==> config.mk <==
export PLATFORM = sky130hd
export DESIGN_NAME = div_unit
export DESIGN_NICKNAME = d
export VERILOG_FILES = /design/src/rtl/div_pkg.sv /design/src/rtl/div_step.sv /design/src/rtl/div_unit.sv
export SDC_FILE = /design/constraint.sdc
export NUM_CORES = 1
export LEC_CHECK = 0
export BUFFER_PORTS_ARGS = -buffer_cell sky130_fd_sc_hd__buf_2
export CORE_AREA = 2 2 171 131
export DETAILED_ROUTE_END_ITERATION = 10
export DIE_AREA = 0 0 173 133
export PLACE_DENSITY = 0.76
export SLEW_MARGIN = 20
export SYNTH_ARGS = -nofsm -noshare
export SYNTH_HDL_FRONTEND = slang
export SYNTH_SLANG_ARGS = --single-unit
==> constraint.sdc <==
create_clock -name i_clk -period 3.6 [get_ports i_clk]
set_input_delay 0.36 -clock i_clk [delete_from_list [all_inputs] [get_ports i_clk]]
set_output_delay 0.36 -clock i_clk [all_outputs]
set_load 0.01 [all_outputs]
==> src/rtl/div_pkg.sv <==
// Shared definitions for the iterative RV32M divider.
package div_pkg;

  localparam logic [1:0] DIV_OP_DIV  = 2'b00;
  localparam logic [1:0] DIV_OP_DIVU = 2'b01;
  localparam logic [1:0] DIV_OP_REM  = 2'b10;
  localparam logic [1:0] DIV_OP_REMU = 2'b11;

  typedef enum logic [1:0] {
    IDLE = 2'd0,
    CALC = 2'd1,
    FIX  = 2'd2,
    DONE = 2'd3
  } div_state_t;

endpackage

==> src/rtl/div_step.sv <==
// One radix-2 restoring iteration on the {rem, quo} shift pair.
module div_step #(
  parameter int N = 32
) (
  input  logic [N-1:0] rem,
  input  logic [N-1:0] quo,
  input  logic [N-1:0] divisor,
  output logic [N-1:0] rem_next,
  output logic [N-1:0] quo_next
);

  logic [N:0] trial;

  // Shift in the next dividend bit, trial-subtract, restore on borrow.
  always_comb begin
    trial = {rem, quo[N-1]} - {1'b0, divisor};
    if (trial[N]) begin
      rem_next = {rem[N-2:0], quo[N-1]};
      quo_next = {quo[N-2:0], 1'b0};
    end else begin
      rem_next = trial[N-1:0];
      quo_next = {quo[N-2:0], 1'b1};
    end
  end

endmodule

==> src/rtl/div_unit.sv <==
// Multi-cycle divider for DIV/DIVU/REM/REMU.
//
// state | meaning
// IDLE  | waiting for a start
// CALC  | one restoring step per edge, count N-1 down to 0
// FIX   | sign correction and result select (fast paths resolve here too)
// DONE  | o_valid high for one cycle; a new start may be accepted
module div_unit
  import div_pkg::*;
#(
  parameter int N = 32
) (
  input  logic         i_clk,
  input  logic         i_rst_n,
  input  logic         i_start,
  input  logic [1:0]   i_div_op,
  input  logic [N-1:0] i_op_a,
  input  logic [N-1:0] i_op_b,
  input  logic         i_flush,
  output logic         o_busy,
  output logic         o_valid,
  output logic [N-1:0] o_div_data
);

  localparam int CW = $clog2(N);

  div_state_t   state;
  logic [CW-1:0] count;
  logic [N-1:0] quo_q, rem_q, dvs_q;
  logic         neg_quo, neg_rem, sel_rem;

  logic         is_signed, a_neg, b_neg, div_zero, sgn_ovf;
  logic [N-1:0] mag_a, mag_b, quo_fix, rem_fix;
  logic [N-1:0] quo_next, rem_next;

  div_step #(.N(N)) u_step (
    .rem      (rem_q),
    .quo      (quo_q),
    .divisor  (dvs_q),
    .rem_next (rem_next),
    .quo_next (quo_next)
  );

  // Operand magnitudes, special-case detection and final sign fix.
  always_comb begin
    is_signed = ~i_div_op[0];
    a_neg     = is_signed & i_op_a[N-1];
    b_neg     = is_signed & i_op_b[N-1];
    mag_a     = a_neg ? -i_op_a : i_op_a;
    mag_b     = b_neg ? -i_op_b : i_op_b;
    div_zero  = (i_op_b == '0);
    sgn_ovf   = is_signed && (i_op_a == {1'b1, {(N-1){1'b0}}}) && (i_op_b == '1);
    quo_fix   = neg_quo ? -quo_q : quo_q;
    rem_fix   = neg_rem ? -rem_q : rem_q;
  end

  // Control FSM with datapath registers and registered outputs.
  always_ff @(posedge i_clk) begin
    if (!i_rst_n) begin
      state      <= IDLE;
      count      <= '0;
      quo_q      <= '0;
      rem_q      <= '0;
      dvs_q      <= '0;
      neg_quo    <= 1'b0;
      neg_rem    <= 1'b0;
      sel_rem    <= 1'b0;
      o_busy     <= 1'b0;
      o_valid    <= 1'b0;
      o_div_data <= '0;
    end else if (i_flush && state != IDLE) begin
      state   <= IDLE;
      o_busy  <= 1'b0;
      o_valid <= 1'b0;
    end else begin
      case (state)
        IDLE, DONE: begin
          state   <= IDLE;
          o_busy  <= 1'b0;
          o_valid <= 1'b0;
          if (i_start && !i_flush) begin
            sel_rem <= i_div_op[1];
            count   <= CW'(N - 1);
            o_busy  <= 1'b1;
            // Fast paths skip CALC; FIX then passes the preset values through.
            if (div_zero) begin
              quo_q   <= '1;
              rem_q   <= i_op_a;
              neg_quo <= 1'b0;
              neg_rem <= 1'b0;
              state   <= FIX;
            end else if (sgn_ovf) begin
              quo_q   <= {1'b1, {(N-1){1'b0}}};
              rem_q   <= '0;
              neg_quo <= 1'b0;
              neg_rem <= 1'b0;
              state   <= FIX;
            end else begin
              quo_q   <= mag_a;
              rem_q   <= '0;
              dvs_q   <= mag_b;
              neg_quo <= a_neg ^ b_neg;
              neg_rem <= a_neg;
              state   <= CALC;
            end
          end
        end
        CALC: begin
          quo_q <= quo_next;
          rem_q <= rem_next;
          if (count == '0) begin
            state <= FIX;
          end else begin
            count <= count - 1'b1;
          end
        end
        FIX: begin
          o_div_data <= sel_rem ? rem_fix : quo_fix;
          o_busy     <= 1'b0;
          o_valid    <= 1'b1;
          state      <= DONE;
        end
        default: begin
          state <= IDLE;
        end
      endcase
    end
  end

endmodule

== Word level (Yosys, flattened, before mapping) ==
Cells that the tools add are included.
Storage, ports and cells
  bits in registers: 140
  input port bits: 70
  output and inout port bits: 34
  word-level logic and storage cells: 80
Operators by class
  add/subtract/negate cells: 6
  eq/ne operators: 8
  multiplexer cells: 29
  bitwise gates (word level): 8
  reduce and logical (&&, ||, !) cells: 18
Operator list (number)
  $mux W32: 11
  $neg A32 Y32: 4
  $pmux W32 S2: 2
  $eq A32 B32 Y1 const B: 2
  $sub A33 B32 Y33: 1
  $logic_not A32 Y1: 1
  $mux W5: 2
  $pmux W5 S2: 1
  $mux W2: 4
  $mux W1: 6
  $ne A2 B2 Y1 const B: 3
  $pmux W2 S3: 1
  $reduce_and A3 Y1: 2
  $reduce_bool A2 Y1: 3
  $logic_not A5 Y1: 1
  $not A1 Y1: 5
  $reduce_and A5 Y1: 1
  $sub A5 B1 Y5 const B: 1
  $eq A2 B2 Y1 const B: 2
  $logic_and A1 B1 Y1: 4
  $pmux W1 S2: 2
  $reduce_and A4 Y1: 1
  $reduce_or A2 Y1: 2
  $and A1 B1 Y1: 2
  5 further kinds: 5

== Logic depth before layout (Yosys ltp) ==
  depth in word-level cells: 7
  mapped depth: 13
  gate-level depth less buffers: 12

== By module ==
A second synthesis with hierarchy kept.
Unflattened totals
  cells, all modules: 1460
  area, all modules: 11298.3 µm²
Modules (own cells, without submodules)
  div_unit: times used 1, cells an instance 1123, area each 8699.6 µm², sequential area each 2802.7 µm²
  div_step: times used 1, cells an instance 337, area each 2598.7 µm², sequential area each 0.0 µm²

== Worst setup path after synthesis ==
No wires, ideal clock.
  path kind: register -> register
  from: register quo_q[31]
  to: register rem_q[4]
  arrival time: 2.859 ns
  required time: 3.469 ns
  path slack: 0.611 ns
  stages on the path, launching flop included: 14
  buffers on the path: 1
  cells stage by stage: dfxtp_1 -> inv_1 -> ha_1 -> fa_1 -> nand2b_1 -> a21o_1 -> a21oi_1 -> o21ai_2 -> o21ai_1 -> a21oi_2 -> xnor2_2 -> buf_2 -> mux2i_1 -> o21ai_0
On the way
  cells in the longest elaborated chain, start to end: 3
Ends and longest elaborated chain
  start, declared: RTL line div_unit.sv:29  | logic [N-1:0] quo_q, rem_q, dvs_q;
  start signal, assigned: RTL line div_unit.sv:93  | quo_q <= {1'b1, {(N-1){1'b0}}};
  start signal, assigned: RTL line div_unit.sv:99  | quo_q <= mag_a;
  start signal, assigned: RTL line div_unit.sv:109  | quo_q <= quo_next;
  $sub A33 B32 Y33: RTL line div_step.sv:16  | trial = {rem, quo[N-1]} - {1'b0, divisor};
  $mux W32: RTL line div_step.sv:17  | if (trial[N]) begin
  $pmux W32 S2: RTL line div_unit.sv:76  | case (state)
  end signal, assigned: RTL line div_unit.sv:88  | rem_q <= i_op_a;
  end signal, assigned: RTL line div_unit.sv:110  | rem_q <= rem_next;
  end, declared: RTL line div_unit.sv:29
Every way passes these cells.
A chain may end at the register's enable or synchronous reset.

== Worst setup path after layout ==
  from: register quo_q[31]
  to: register rem_q[26]
The elaborated chain is that of the path after synthesis.

==> run metrics <==
number of flops mapped to enable cells by yosys=0; First-pass DRT Iterations=6; crit end category=flop; synth-to-layout area growth=13.25%; Post-CTS Setup Inserts=0; CP required=slightly below 4 ns; # nets final=around 1.6k; final setup violation count=0; total power=6.849 mW; startpoint types=flop; worst slew pin tran=roughly 0.95 ns; Via Count=~11k; Clock Path Buffers=2; Remaining Overflow, GRT=0; async set-reset flop share out of synthesis=0%; Skew-Pair Late Insertion Delay=roughly 0.43 ns; CTS root buffer=clkbuf_16; Worst Setup SP=quo_q[31]; min Tclk post-route=3.429 ns; Final Max Slew Viols=0; YS warnings=0; Die H=approximately 130 um; CP max stage delay=between 0.5 and 0.6 ns; Mapped Nets=around 1.5k; synthesized cell area=around 0.011 mm2; first-pass GRT wire length=52850 um; WHS=0.2136 ns; Setup Crit Path Kind=reg2reg; Die Span X=173 um; Design Area, Final=approximately 0.012 mm2; Worst R2R End=rem_q[26]; leading area contributor after synthesis=dfxtp_1; R2R cell count=13; synth top area cells=dfxtp_1, nand2_1, xnor2_1; Ports=about 100; syn avg cell area=between 7 and 8 um2; Reg clk slew, reported paths=0.06 ns; CTS buffer count=17; Initial Utilization=approximately 51%; #FFs+latches synth=140; final wirelength=approximately 33000 um; GRT Util Overall=~28%; Final Hold Fails=0; Max Cap Violations=0; Antenna Violating Nets Remaining=0; final core utilization=a little under three fifths; fraction of layout cells with a size suffix above 1=13.27%; Core Rows=47; core footprint=approximately 0.022 mm2; Worst EP arrival=3.74 ns; Placement Cell Area=roughly 0.012 mm2; most used flip-flop cell after synthesis=dfxtp_1; Synth top area share=between 20% and 30%; Peak VDD IR=353.7 uV; routed len/inst=about 18 um; I/O Buffers=between 100 and 150; Final Cycle Share=approximately 95%; register area share after synthesis=roughly a quarter; maximum fanout along the worst path=4; Fmax=between 200 and 300 MHz; Synth cell types=76; number of vias per cell=6.149; Reg-to-Reg Start=quo_q[31]; pwr/cell area=roughly 560 mW/mm2; DRC Markers=0; crit-path cells=inv_1 > ha_1 > fa_1 > nand2b_1 > a21o_1 > a21oi_1 > o21ai_2 > o311ai_1 > buf_4 > nand3_1 > o21ai_0 > xor2_1 > a221o_1; Slew headroom=between 30% and 40%; die area=0.02301 mm2; CTS H-Tree Depth=4; CTS sink count=140; Iteration-0 DRC Markers=between 1k and 1.5k; routability cong.=~0.93; CTS Hold Bufs=0; CTS resizes=0; initial antenna violation count=1; skew final=between 0.006 and 0.007 ns; RSZ-0062 raised after global routing=no; Mapped Cells=between 1k and 1.5k; total negative slack=0 ns; status=finished clean; CTS tree=yes; min-delay worst type=in2reg; largest net degree at the start of global routing=73; Slowest cell on crit path=o311ai_1; number of global-route vias before repair=10.08k; P_leak=about 5.3 nW; FF-to-FF setup slack=between 0.15 and 0.2 ns; DP HPWL=~24000 um; Worst setup endpoint=rem_q[26]
## cell type report
class                   count  area [um2]
flip-flops and latches    140        2804
fillers                  2029        9196
clock buffers              21       470.5
multi-input cells        1152        7527
diodes                      1       2.502
clock inverters            11       165.2
inverters                  57       214.0
well taps                 294       367.9
repair buffers            134       775.7
## cell usage after synthesis, types with 11 or more instances
| master | number |
|---|---|
| nand2_1 | 205 |
| dfxtp_1 | 140 |
| o21ai_0 | 117 |
| a21oi_1 | 88 |
| xnor2_1 | 84 |
| nor2_1 | 70 |
| nand3_1 | 65 |
| clkbuf_1 | 64 |
| xor2_1 | 61 |
| inv_1 | 56 |
| ha_1 | 43 |
| o211a_1 | 38 |
| nor3_1 | 28 |
| o211ai_1 | 26 |
| a21boi_0 | 22 |
| mux2i_1 | 22 |
| o31ai_1 | 21 |
| a21boi_1 | 18 |
| nand2b_1 | 18 |
| nor2b_1 | 18 |
| nand4_1 | 16 |
| a21o_1 | 15 |
| or4_1 | 14 |
| a211oi_1 | 12 |
| a31oi_1 | 11 |
| nor4_1 | 11 |
| o221ai_1 | 11 |
| or3_1 | 11 |
## worst max-delay path, delay by kind of cell, from the launching register on
family,cells,cell delay [ns]
AO/OA/AOI/OAI,6,1.64
AND/OR/NAND/NOR,2,0.27
adder cells (fa/ha/maj),2,0.65
XOR/XNOR,1,0.11
buffers and inverters,2,0.31
flip-flops,1,0.34
## how the worst min path moves through the flow
stage               cells after the start           start  slack (ns)             end
CTS                                     3     i_div_op[1]        0.20         sel_rem
floorplan                               1        count[0]        0.44        count[0]
global route                            3     i_div_op[1]        0.23         sel_rem
finish                                  3     i_div_op[1]        0.21         sel_rem
detailed placement                      2  o_div_data[12]        0.46  o_div_data[12]
global placement                        2   o_div_data[9]        0.45   o_div_data[9]
## placed cells by master (no fill, tap or decap), types with 9 or more instances in the layout
cell and n:
clkbuf_16 17, and2_1 9, dfxtp_1 139, nand2b_1 18, or4_1 14, o31ai_1 21, o221ai_1 11, nor2_1 70
a21oi_1 88, inv_1 56, buf_4 30, nand4_1 16, o211a_1 37, nand2_1 205, o211ai_1 26, buf_2 102
a21boi_0 22, nor2b_1 18, a31oi_1 11, mux2i_1 22, nand3_1 65, nor4_1 11, a21o_1 15, nor3_1 27
or3_1 11, a211oi_1 12, a21boi_1 18, o21ai_0 117, ha_1 43, xor2_1 61, a221o_1 9, xnor2_1 84
## state kept, by name (all words and copies together) (netlist names)
signal	flops
rem_q	32
count	5
state	2
sel_rem	1
o_busy	1
neg_quo	1
o_valid	1
dvs_q	32
neg_rem	1
quo_q	32
o_div_data	32
## layer usage
layer  track usage [%]  vias up  share of wire (%)
met5                 0        -                  0
li1                  -     5303                  -
met2             43.73      550                 44
met3             7.328       59                9.8
met4             8.757        0                2.3
met1             38.78     5217                 44
## cells by family after synthesis
| logic type | share of synthesized area (%) |
|---|---|
| AOI/OAI and AO/OA | 27.11 |
| muxes | 2.023 |
| xor gates and xnor gates | 11.97 |
| DFF | 25.75 |
| and+or+nand+nor | 22.81 |
| adders and majority gates | 5.127 |
| buffers and inverters | 5.219 |
## report_power, final
group / switching [mW] / internal, mW / total (mW)
Clock: 0.699 / 1.21 / 1.91
Combinational: 1.79 / 1.09 / 2.88
Sequential: 0.264 / 1.80 / 2.06
## through the flow
stage | setup slack, ns | instances
floorplan | 0.6109 | 1435
global placement | 0.4408 | 1777
detailed placement | 0.3869 | 1777
CTS | 0.2291 | 1809
global route | 0.01904 | 1810
finish | 0.1711 | 1810
Note: power is estimated with default switching activity, not from simulation.
